**config.mk**
```make
export PLATFORM = sky130hd
export DESIGN_NAME = vga_timing_gen
export DESIGN_NICKNAME = d
export VERILOG_FILES = /design/src/rtl/vga_timing_gen.sv
export SDC_FILE = /design/constraint.sdc
export NUM_CORES = 1
export LEC_CHECK = 0
export CORE_ASPECT_RATIO = 0.9
export CORE_MARGIN = 2
export CORE_UTILIZATION = 45
export CTS_BUF_LIST = sky130_fd_sc_hd__clkbuf_2
export DETAILED_ROUTE_END_ITERATION = 6
export PLACE_DENSITY = 0.68
export RECOVER_POWER = 100
export SLEW_MARGIN = 15
export SYNTH_ARGS = -nofsm -noshare
export SYNTH_HDL_FRONTEND = slang
export SYNTH_SLANG_ARGS = --single-unit
```
**constraint.sdc**
```tcl
create_clock -name vga_clk -period 2.3 [get_ports vga_clk]
set_input_delay 0.23 -clock vga_clk [delete_from_list [all_inputs] [get_ports vga_clk]]
set_output_delay 0.23 -clock vga_clk [all_outputs]
set_load 0.005 [all_outputs]
```
**src/rtl/vga_timing_gen.sv**
```systemverilog
// Raster timing generator: pixel/line counters with horizontal and vertical phase FSMs.
// Every output is registered and decoded from the next-state counters so all outputs stay aligned.
module vga_timing_gen #(
  parameter int   H_VISIBLE = 640,
  parameter int   H_FRONT   = 16,
  parameter int   H_SYNC    = 96,
  parameter int   H_BACK    = 48,
  parameter int   V_VISIBLE = 480,
  parameter int   V_FRONT   = 10,
  parameter int   V_SYNC    = 2,
  parameter int   V_BACK    = 33,
  parameter logic SYNC_POL  = 1'b0
) (
  input  logic       vga_clk,
  input  logic       reset_n,
  output logic [9:0] DrawX,
  output logic [9:0] DrawY,
  output logic       blank,
  output logic       hsync,
  output logic       vsync,
  output logic       line_end,
  output logic       frame_start
);

  localparam int H_TOTAL = H_VISIBLE + H_FRONT + H_SYNC + H_BACK;
  localparam int V_TOTAL = V_VISIBLE + V_FRONT + V_SYNC + V_BACK;

  localparam logic [9:0] H_VIS_LAST = 10'(H_VISIBLE - 1);
  localparam logic [9:0] H_FP_LAST  = 10'(H_VISIBLE + H_FRONT - 1);
  localparam logic [9:0] H_SY_LAST  = 10'(H_VISIBLE + H_FRONT + H_SYNC - 1);
  localparam logic [9:0] H_LAST     = 10'(H_TOTAL - 1);
  localparam logic [9:0] V_VIS_LAST = 10'(V_VISIBLE - 1);
  localparam logic [9:0] V_FP_LAST  = 10'(V_VISIBLE + V_FRONT - 1);
  localparam logic [9:0] V_SY_LAST  = 10'(V_VISIBLE + V_FRONT + V_SYNC - 1);
  localparam logic [9:0] V_LAST     = 10'(V_TOTAL - 1);

  typedef enum logic [1:0] {H_VIS, H_FP, H_SY, H_BP} h_state_e;
  typedef enum logic [1:0] {V_VIS, V_FP, V_SY, V_BP} v_state_e;

  logic [9:0] hc_q, hc_d;
  logic [9:0] vc_q, vc_d;
  h_state_e   h_state_q, h_state_d;
  v_state_e   v_state_q, v_state_d;
  logic       blank_q, blank_d;
  logic       hsync_q, hsync_d;
  logic       vsync_q, vsync_d;
  logic       line_end_q, line_end_d;
  logic       frame_start_q, frame_start_d;
  logic       h_wrap_s, v_wrap_s;

  // Counter next-state; any out-of-range count wraps to 0 on the next edge.
  always_comb begin
    h_wrap_s = (hc_q >= H_LAST);
    v_wrap_s = (vc_q > V_LAST) || (h_wrap_s && (vc_q == V_LAST));
    if (h_wrap_s) begin
      hc_d = 10'd0;
    end else begin
      hc_d = hc_q + 10'd1;
    end
    if (v_wrap_s) begin
      vc_d = 10'd0;
    end else if (h_wrap_s) begin
      vc_d = vc_q + 10'd1;
    end else begin
      vc_d = vc_q;
    end
  end

  // Horizontal phase FSM, stepped by the column counter.
  always_comb begin
    h_state_d = h_state_q;
    if (h_wrap_s) begin
      h_state_d = H_VIS;
    end else begin
      case (h_state_q)
        H_VIS:   if (hc_q == H_VIS_LAST) h_state_d = H_FP; else h_state_d = H_VIS;
        H_FP:    if (hc_q == H_FP_LAST)  h_state_d = H_SY; else h_state_d = H_FP;
        H_SY:    if (hc_q == H_SY_LAST)  h_state_d = H_BP; else h_state_d = H_SY;
        H_BP:    h_state_d = H_BP;
        default: h_state_d = H_VIS;
      endcase
    end
  end

  // Vertical phase FSM; only moves on the edge where the line wraps.
  always_comb begin
    v_state_d = v_state_q;
    if (v_wrap_s) begin
      v_state_d = V_VIS;
    end else if (h_wrap_s) begin
      case (v_state_q)
        V_VIS:   if (vc_q == V_VIS_LAST) v_state_d = V_FP; else v_state_d = V_VIS;
        V_FP:    if (vc_q == V_FP_LAST)  v_state_d = V_SY; else v_state_d = V_FP;
        V_SY:    if (vc_q == V_SY_LAST)  v_state_d = V_BP; else v_state_d = V_SY;
        V_BP:    v_state_d = V_BP;
        default: v_state_d = V_VIS;
      endcase
    end else begin
      v_state_d = v_state_q;
    end
  end

  // Output decode from next-state values so flags line up with the coordinates.
  always_comb begin
    blank_d       = (h_state_d == H_VIS) && (v_state_d == V_VIS);
    hsync_d       = (h_state_d == H_SY) ? SYNC_POL : ~SYNC_POL;
    vsync_d       = (v_state_d == V_SY) ? SYNC_POL : ~SYNC_POL;
    line_end_d    = (hc_d == H_LAST);
    frame_start_d = (hc_d == 10'd0) && (vc_d == 10'd0);
  end

  // State and output registers; reset values equal the decode of count (0,0).
  always_ff @(posedge vga_clk or negedge reset_n) begin
    if (!reset_n) begin
      hc_q          <= 10'd0;
      vc_q          <= 10'd0;
      h_state_q     <= H_VIS;
      v_state_q     <= V_VIS;
      blank_q       <= 1'b1;
      hsync_q       <= ~SYNC_POL;
      vsync_q       <= ~SYNC_POL;
      line_end_q    <= 1'b0;
      frame_start_q <= 1'b1;
    end else begin
      hc_q          <= hc_d;
      vc_q          <= vc_d;
      h_state_q     <= h_state_d;
      v_state_q     <= v_state_d;
      blank_q       <= blank_d;
      hsync_q       <= hsync_d;
      vsync_q       <= vsync_d;
      line_end_q    <= line_end_d;
      frame_start_q <= frame_start_d;
    end
  end

  assign DrawX       = hc_q;
  assign DrawY       = vc_q;
  assign blank       = blank_q;
  assign hsync       = hsync_q;
  assign vsync       = vsync_q;
  assign line_end    = line_end_q;
  assign frame_start = frame_start_q;

endmodule

```
==> results.ini, run 1 <==
[die]
die_y_um = 63.6
placementRows = 21
io_pins = 27
start_util_pct = 47.3
dieArea_um2 = 4470
coreArea_um2 = 3760
die_w_um = 70.2

[worst_hold_path]
min-delay-start = DrawY[9]$_DFF_PN0_
hold_end = DrawY[9]$_DFF_PN0_
hold_class = flip-flop to flip-flop
hold_path_depth = 1

[worst_setup_path]
crit_path_start = DrawX[1]$_DFF_PN0_
critical_path_class = flip-flop to flip-flop
startpoint_type = flip-flop
crit_fanout = 16
ff2ff_path_depth = 7
worstSetupEndpointType = flip-flop
reg2reg_slack_ns = 0.23
reg2reg_to = frame_start$_DFF_PN1_
crit_arrival_ns = 2.39
cp.required_ns = 2.62
r2r_start = DrawX[1]$_DFF_PN0_

[synth]
yosysSeqAreaShare_pct = 41.1
syn_inst = 187
synth_flop_cell = dfrtp_1
netlist_area_um2 = 1780
yosysUniqueCellTypes = 54
async_flop_share_pct = 100
yosys_warnings = 0
ys_ff_latch = 29
syn-mean-instance-area_um2 = 9.50
synth-edff-count = 0
syn_nets = 193

[drt]
drt_iter0_drc = 83
routed_wl_um = 3840
avgViaCountPerCell = 5.61
drc_errors = 0
dr.pass1.iters = 4
ant_nets = 0
vias = 1470
avgRoutedWirePerCell_um = 14.7

[finish]
fillerInstances = 335
fin_cells = 262
postLayoutCellArea_um2 = 2090
syn_to_final_growth_pct = 17.9
layout.nets = 221
utilization_pct = 55.7
antennaDiodeCount = 0
layout-drive-gt1-share_pct = 13.0

[sta]
setup_ws_ns = 0.228
worst_slew_pin_slew_ns = 1.55
period_minus_slack_ns = 2.07
timing.slew.headroom_pct = -3.40
fin_crit_sh_pct = 90.1
finalSetupTns_ns = 0
fin_skew_ns = 0.0252
rsz0062_at_grt = no
setup_viol = 0
slew_violations = 30
hold_viol = 0
fmax_ghz = 0.483

[place]
place.gp.congestion = 0.864
dp_cells = 254
dp_hpwl_um = 2800
placed_area_um2 = 2080
port_buffers = 26
place_ws_ns = 0.110

[power]
power.density_nw_per_um2 = 375
p_leak_nw = 0.867
irDropWorstVdd_v = 0.000320

[clock_tree]
numCtsBuffers = 5
cts_buffer_depth = 2
cts_root_buffer = clkbuf_2
cts.sinks = 29
cts.clk_slew.worst_paths_ns = 0.17
cts_tree = built
htree_levels = 2
clk_latency_ns = 0.38
post-cts-setup-buffers = 0

[global_routing]
grt_max_degree = 30
grt_pass1_vias = 1401
grt_pass1_wl_um = 6780
grt-ovfl-total = 0
grt_use_total_pct = 19.5
antenna_found_initial = 0

[outcome]
outcome = finished, violations left
violations = max-capacitance violations, max-slew violations

[job]
max_cap_violations = 1

## placed cells by master (no fill, tap or decap), types with 7 or more instances in the layout
| cell type | count |
|---|---|
| a21oi_1 | 7 |
| dfrtp_1 | 25 |
| dlygate4sd3_1 | 22 |
| nand2_1 | 10 |
| nand3_1 | 8 |
| nand4_1 | 7 |
| nor2_1 | 29 |
| nor3_1 | 9 |
| o21ai_0 | 7 |
| xor2_1 | 8 |
## Yosys cell counts (all sizes together) (3+ instances only)
library cell | n | share of area, %
o21ai | 8 | 2.9
nand2 | 10 | 2.1
nor4 | 3 | 1.8
ha | 4 | 2.8
a21oi | 7 | 2.0
o31ai | 3 | 1.3
xnor2 | 6 | 3.4
or3 | 4 | 1.7
dfstp | 4 | 5.9
nand3 | 10 | 4.2
nor3 | 10 | 3.4
nand4 | 7 | 2.5
dfrtp | 25 | 35
buf | 8 | 3.6
xor2 | 8 | 3.9
clkbuf | 3 | 0.63
inv | 5 | 1.1
and2 | 4 | 1.4
a31oi | 3 | 1.4
nor2 | 29 | 6.3
## how the worst max path moves through the flow
stage / to / cells after the start
finish: frame_start$_DFF_PN1_ / 7
global route: frame_start$_DFF_PN1_ / 7
CTS: frame_start$_DFF_PN1_ / 7
detailed placement: frame_start$_DFF_PN1_ / 7
global placement: frame_start$_DFF_PN1_ / 7
floorplan: DrawY[0]$_DFF_PN0_ / 8
## registers in the layout, summed over array words and instances (netlist names)
register and cells:
blank 1, frame_start 1, h_state_q 2, hsync 1
line_end 1, DrawX 10, vsync 1, DrawY 10
v_state_q 2
## layout make-up
cell class,count,area (µm²),share of cell area [%]
Clock buffer,5,25.0,1.19
Clock inverter,3,17.5,0.836
Inverter,5,18.8,0.896
Multi-Input combinational cell,142,946,45.2
Sequential cell,29,731,34.9
Tap cell,46,57.6,2.75
Timing Repair Buffer,32,299,14.3
## per-layer routing
metal | GRT usage (%) | wire (µm) | part of all wire [%]
met5 | 0 | 0 | 0
met4 | 8.41 | 40 | 1.0
met3 | 4.96 | 194 | 5.1
met2 | 27.7 | 1790 | 47
met1 | 27.7 | 1820 | 47
## through the flow
stage | hold slack, ns | power (mW)
6_report | 0.571 | 0.786
4_1_cts | 0.206 | 0.797
2_1_floorplan | -0.0656 | 0.520
3_3_place_gp | 0.552 | 0.532
3_5_place_dp | 0.551 | 0.533
5_1_grt | 0.611 | 0.822
## cells by family after synthesis
logic type      synth area share (%)
xor+xnor                        7.32
simple gates                    28.8
mux                             1.41
flops                           41.1
buf+inv                         5.28
compound gates                  13.2
fa+ha+maj                       2.82
## timing repair
action	in CTS	in global routing
hold buffers	0	0
setup endpoints to repair	0	1
gates resized for setup	0	1
## worst max-delay path, cell delays in order, from the launching register on
cell      delay, ns
dfrtp_1        0.44
ha_1           0.29
and4_2         0.39
o21a_4         0.30
nand3_4        0.09
mux2i_1        0.13
a311oi_1       0.30
nor3_1         0.08
## report_power, final
group	internal, mW	switching [mW]	leakage, nW
Sequential	0.511	0	0.377
Combinational	0.00145	0.00967	0.462
Clock	0.0707	0.194	0.0287
No activity file was read; power rests on OpenSTA's default activity.
==> run 2, diff against run 1 <==
CORE_MARGIN = 5   (was 2)
SKIP_CTS_REPAIR_TIMING = 1   (was not set)
==> run 2 against run 1 <==
  * The run still ends with max-capacitance violations, max-slew violations left
  * Count of clock-buffer cells in the layout stayed put
  * Die area rose by 19%
  * Non-clock buffer count up 1
  * Combinational power about the same
  * Setup slack lost 0.045 ns
  * Critical path depth is the same
  * Via count rose by 2.0%
  * First-iteration DRC count increased by 89%
  * Hold slack gained 0.015 ns
  * Maximum frequency is 2.1% lower
  * Clock skew grew 0.0056 ns
  * Sequential share of layout area decreased by 0.63 points
  * Critical endpoint unchanged
  * Largest cell class unchanged
  * Highest routed layer unchanged
==> results.ini, run 2 (synthesized netlist as in run 1, its figures left out) <==
[job]
max_cap_violations = 1

[clock_tree]
cts.sinks = 29
cts_root_buffer = clkbuf_2
numCtsBuffers = 5
cts.clk_slew.worst_paths_ns = 0.16
cts_tree = built
clk_latency_ns = 0.38
htree_levels = 2
cts_buffer_depth = 2

[outcome]
outcome = finished, violations left
violations = max-capacitance violations, max-slew violations

[drt]
drc_errors = 0
vias = 1499
dr.pass1.iters = 4
ant_nets = 0
avgRoutedWirePerCell_um = 15.5
avgViaCountPerCell = 5.70
drt_iter0_drc = 157
routed_wl_um = 4060

[worst_setup_path]
ff2ff_path_depth = 7
cp.required_ns = 2.60
crit_arrival_ns = 2.42
startpoint_type = flip-flop
worstSetupEndpointType = flip-flop
crit_fanout = 16
critical_path_class = flip-flop to flip-flop

[power]
p_int_uw = 804
p_leak_nw = 0.889
sw_frac_of_total_pct = 19.8
power.density_nw_per_um2 = 470
p_switching_uw = 198
irDropWorstVdd_v = 0.000461
pwr-share-seq_pct = 51.0
combPwrFrac_pct = 1.1
clockPowerShare_pct = 47.9
p_total_mw = 1.00

[die]
coreArea_um2 = 3760
start_util_pct = 47.3
die_w_um = 76.2
die_y_um = 69.6
dieArea_um2 = 5310
io_pins = 27
placementRows = 21

[global_routing]
grt_max_degree = 30
grt-ovfl-total = 0
antenna_found_initial = 0
grt_use_total_pct = 16.0
grt_pass1_vias = 1449
grt_pass1_wl_um = 7020

[place]
dp_cells = 255
dp_hpwl_um = 2890
placed_area_um2 = 2080
place_ws_ns = 0.121
place.gp.congestion = 0.860
port_buffers = 26

[finish]
final_common_cell = nor2_1
fin_cells = 263
postLayoutCellArea_um2 = 2130
syn_to_final_growth_pct = 20.1
fillerInstances = 347
final_cell_mix = nor2_1 (29), dfrtp_1 (25), dlygate4sd3_1 (21)
antennaDiodeCount = 0
layout.nets = 222
utilization_pct = 56.8
layout-drive-gt1-share_pct = 12.4

[sta]
whs_ns = 0.586
slew_violations = 30
setup_ws_ns = 0.183
worst_slew_pin_slew_ns = 1.56
fmax_ghz = 0.472
period_minus_slack_ns = 2.12
hold_viol = 0
timing.slew.headroom_pct = -4.04
rsz0062_at_grt = no
finalSetupTns_ns = 0
fin_skew_ns = 0.0309
fin_crit_sh_pct = 92.0
setup_viol = 0

[worst_hold_path]
hold_class = flip-flop to flip-flop
hold_path_depth = 1

==> run 2: power groups by stage <==
stage,logic [mW],clock network (mW),registers (mW)
2_1_floorplan,0.000000350,0,0.520
3_3_place_gp,0.0126,0,0.520
3_5_place_dp,0.0132,0,0.520
4_1_cts,0.0133,0.484,0.511
5_1_grt,0.0144,0.506,0.511
6_report,0.0112,0.480,0.511
==> run 2: final timing paths <==
kind / from / end / slack (ns)
max: DrawX[1]$_DFF_PN0_ / frame_start$_DFF_PN1_ / 0.18
min: DrawY[9]$_DFF_PN0_ / DrawY[9]$_DFF_PN0_ / 0.59
max reg2reg: DrawX[1]$_DFF_PN0_ / frame_start$_DFF_PN1_ / 0.18
min reg2reg: DrawY[9]$_DFF_PN0_ / DrawY[9]$_DFF_PN0_ / 0.59
max in group asynchronous: reset_n / DrawY[3]$_DFF_PN0_ / 0.63
min in group asynchronous: reset_n / DrawX[2]$_DFF_PN0_ / 0.74
==> run 2: per-layer routing <==
metal	track usage [%]	part of all wire [%]
met4	6.80	1.1
met2	23.1	46
met3	4.42	6.4
met1	22.4	47
met5	0	0
==> run 2: layout make-up <==
class | count | area, µm² | share of cell area (%)
Clock buffer | 5 | 25.0 | 1.17
Clock inverter | 3 | 65.1 | 3.05
Inverter | 5 | 18.8 | 0.880
Multi-Input combinational cell | 142 | 933 | 43.8
Sequential cell | 29 | 731 | 34.3
Tap cell | 46 | 57.6 | 2.70
Timing Repair Buffer | 33 | 303 | 14.2
==> run 2: worst max-delay path: stages (launching register included) <==
cell	delay, ns
dfrtp_1	0.43
ha_1	0.29
and4_2	0.40
o21a_4	0.30
nand3_1	0.15
mux2i_1	0.15
a311oi_1	0.27
nor3_1	0.07
==> run 3, diff against run 2 <==
CTS_CLUSTER_SIZE = 28   (was not set)
DONT_BUFFER_PORTS = 1   (was not set)
PLACE_DENSITY = not set   (was 0.68)
==> run 3 against run 2 <==
  * The run still ends with max-capacitance violations, max-slew violations left
  * Largest power group unchanged
  * Sequential power about the same
  * Register-to-register slack improved by 0.03 ns
  * Global-route usage decreased by 0.34 points
  * Count of clock-buffer cells in the layout increased by 1
  * Sequential cell count unchanged
  * Setup slack improved by 0.029 ns
  * Routed wire length decreased by 1.8%
==> results.ini, run 3 (synthesized netlist as in run 1, its figures left out) <==
[clock_tree]
cts.clk_slew.worst_paths_ns = 0.16
cts_root_buffer = clkbuf_2
numCtsBuffers = 5
clk_latency_ns = 0.38
cts.sinks = 29
cts_tree = built
cts_buffer_depth = 2
htree_levels = 2

[sta]
fmax_ghz = 0.479
finalSetupTns_ns = 0
timing.slew.headroom_pct = -1.31
hold_viol = 0
setup_ws_ns = 0.212
slew_violations = 30
worst_slew_pin_slew_ns = 1.52
period_minus_slack_ns = 2.09
fin_skew_ns = 0.0232
rsz0062_at_grt = no
setup_viol = 0
fin_crit_sh_pct = 90.8

[global_routing]
grt_use_total_pct = 15.7
grt-ovfl-total = 0
grt_pass1_wl_um = 6810
antenna_found_initial = 0
grt_max_degree = 30
grt_pass1_vias = 1394

[worst_setup_path]
worstSetupEndpointType = flip-flop
critical_path_class = flip-flop to flip-flop
crit_chain = ha_1 -> and4_1 -> o22ai_1 -> o21ai_0 -> o31a_1 -> o311ai_0 -> nor3_1
crit_path_top_delay_cell = and4_1
critPathTopFamily = compound AO/OA/AOI/OAI gates
crit_fanout = 8
max_stage_delay_ns = 0.46
cp.required_ns = 2.61
crit_arrival_ns = 2.40
cp.buffers_inverters = 0
startpoint_type = flip-flop

[drt]
routed_wl_um = 3990
drc_errors = 0
drt_iter0_drc = 124
avgViaCountPerCell = 5.78
dr.pass1.iters = 4
ant_nets = 0
avgRoutedWirePerCell_um = 16.5
vias = 1399

[die]
start_util_pct = 47.3
die_w_um = 76.2
io_pins = 27
placementRows = 21
die_y_um = 69.6
coreArea_um2 = 3760
dieArea_um2 = 5310

[finish]
layout-drive-gt1-share_pct = 13.3
final_common_cell = nor2_1
syn_to_final_growth_pct = 3.94
fillerInstances = 380
multi_input_area_um2 = 945
utilization_pct = 49.2
antennaDiodeCount = 0
postLayoutCellArea_um2 = 1850
layout.nets = 201
register_area_um2 = 731
final_cell_mix = nor2_1 (29), dfrtp_1 (25), nand2_1 (10), clkbuf_1 (10), nor3_1 (9)

[place]
port_buffers = 0
dp_hpwl_um = 2930
placed_area_um2 = 1830
place.gp.congestion = 0.865
place_ws_ns = 0.194

[power]
p_leak_nw = 0.735
p_total_uw = 782
irDropWorstVdd_v = 0.000338
power.density_nw_per_um2 = 423

[job]
max_cap_violations = 1

[outcome]
outcome = finished, violations left
violations = max-capacitance violations, max-slew violations

[worst_hold_path]
hold_class = flip-flop to flip-flop

[run 3: cell type report]
| class | count | share of cell area (%) |
|---|---|---|
| multi-input combinational | 142 | 51.2 |
| sequential | 29 | 39.6 |
| tap | 46 | 3.12 |
| timing repair buffer | 12 | 2.98 |
| clock buffer | 6 | 1.63 |
| inverter | 5 | 1.02 |
| clock inverter | 2 | 0.542 |
[run 3: final timing paths]
kind,from,to,slack (ns),cells after the start
max,DrawX[0]$_DFF_PN0_,frame_start$_DFF_PN1_,0.21,7
min,DrawY[9]$_DFF_PN0_,DrawY[9]$_DFF_PN0_,0.61,1
max reg2reg,DrawX[0]$_DFF_PN0_,frame_start$_DFF_PN1_,0.21,7
min reg2reg,DrawY[9]$_DFF_PN0_,DrawY[9]$_DFF_PN0_,0.61,1
max in group asynchronous,reset_n,DrawX[3]$_DFF_PN0_,0.67,2
min in group asynchronous,reset_n,DrawY[0]$_DFF_PN0_,0.74,2
[run 3: per-layer routing]
metal	wire (µm)	global-route usage (%)
met1	1830	21.0
met2	1770	22.5
met3	309	5.84
met4	82	6.80
met5	0	0
[run 3: metrics by stage]
| step | instances | hold slack (ns) |
|---|---|---|
| floorplan | 187 | -0.0656 |
| global placement | 232 | -0.0643 |
| detailed placement | 232 | -0.0646 |
| CTS | 240 | -0.497 |
| global route | 242 | 0.658 |
| finish | 242 | 0.609 |
[run 3: power by group]
part           internal (mW)  switching [mW]  leakage (nW)  total (mW)
combinational        0.00146         0.00956         0.325      0.0110
sequential             0.510               0         0.377       0.510
clock                 0.0761           0.184        0.0327       0.261
[run 3: worst reg2reg max path, cell delays in order, from the launching register on]
cell	delay [ns]
dfrtp_1	0.38
ha_1	0.26
and4_1	0.46
o22ai_1	0.16
o21ai_0	0.20
o31a_1	0.21
o311ai_0	0.16
nor3_1	0.21
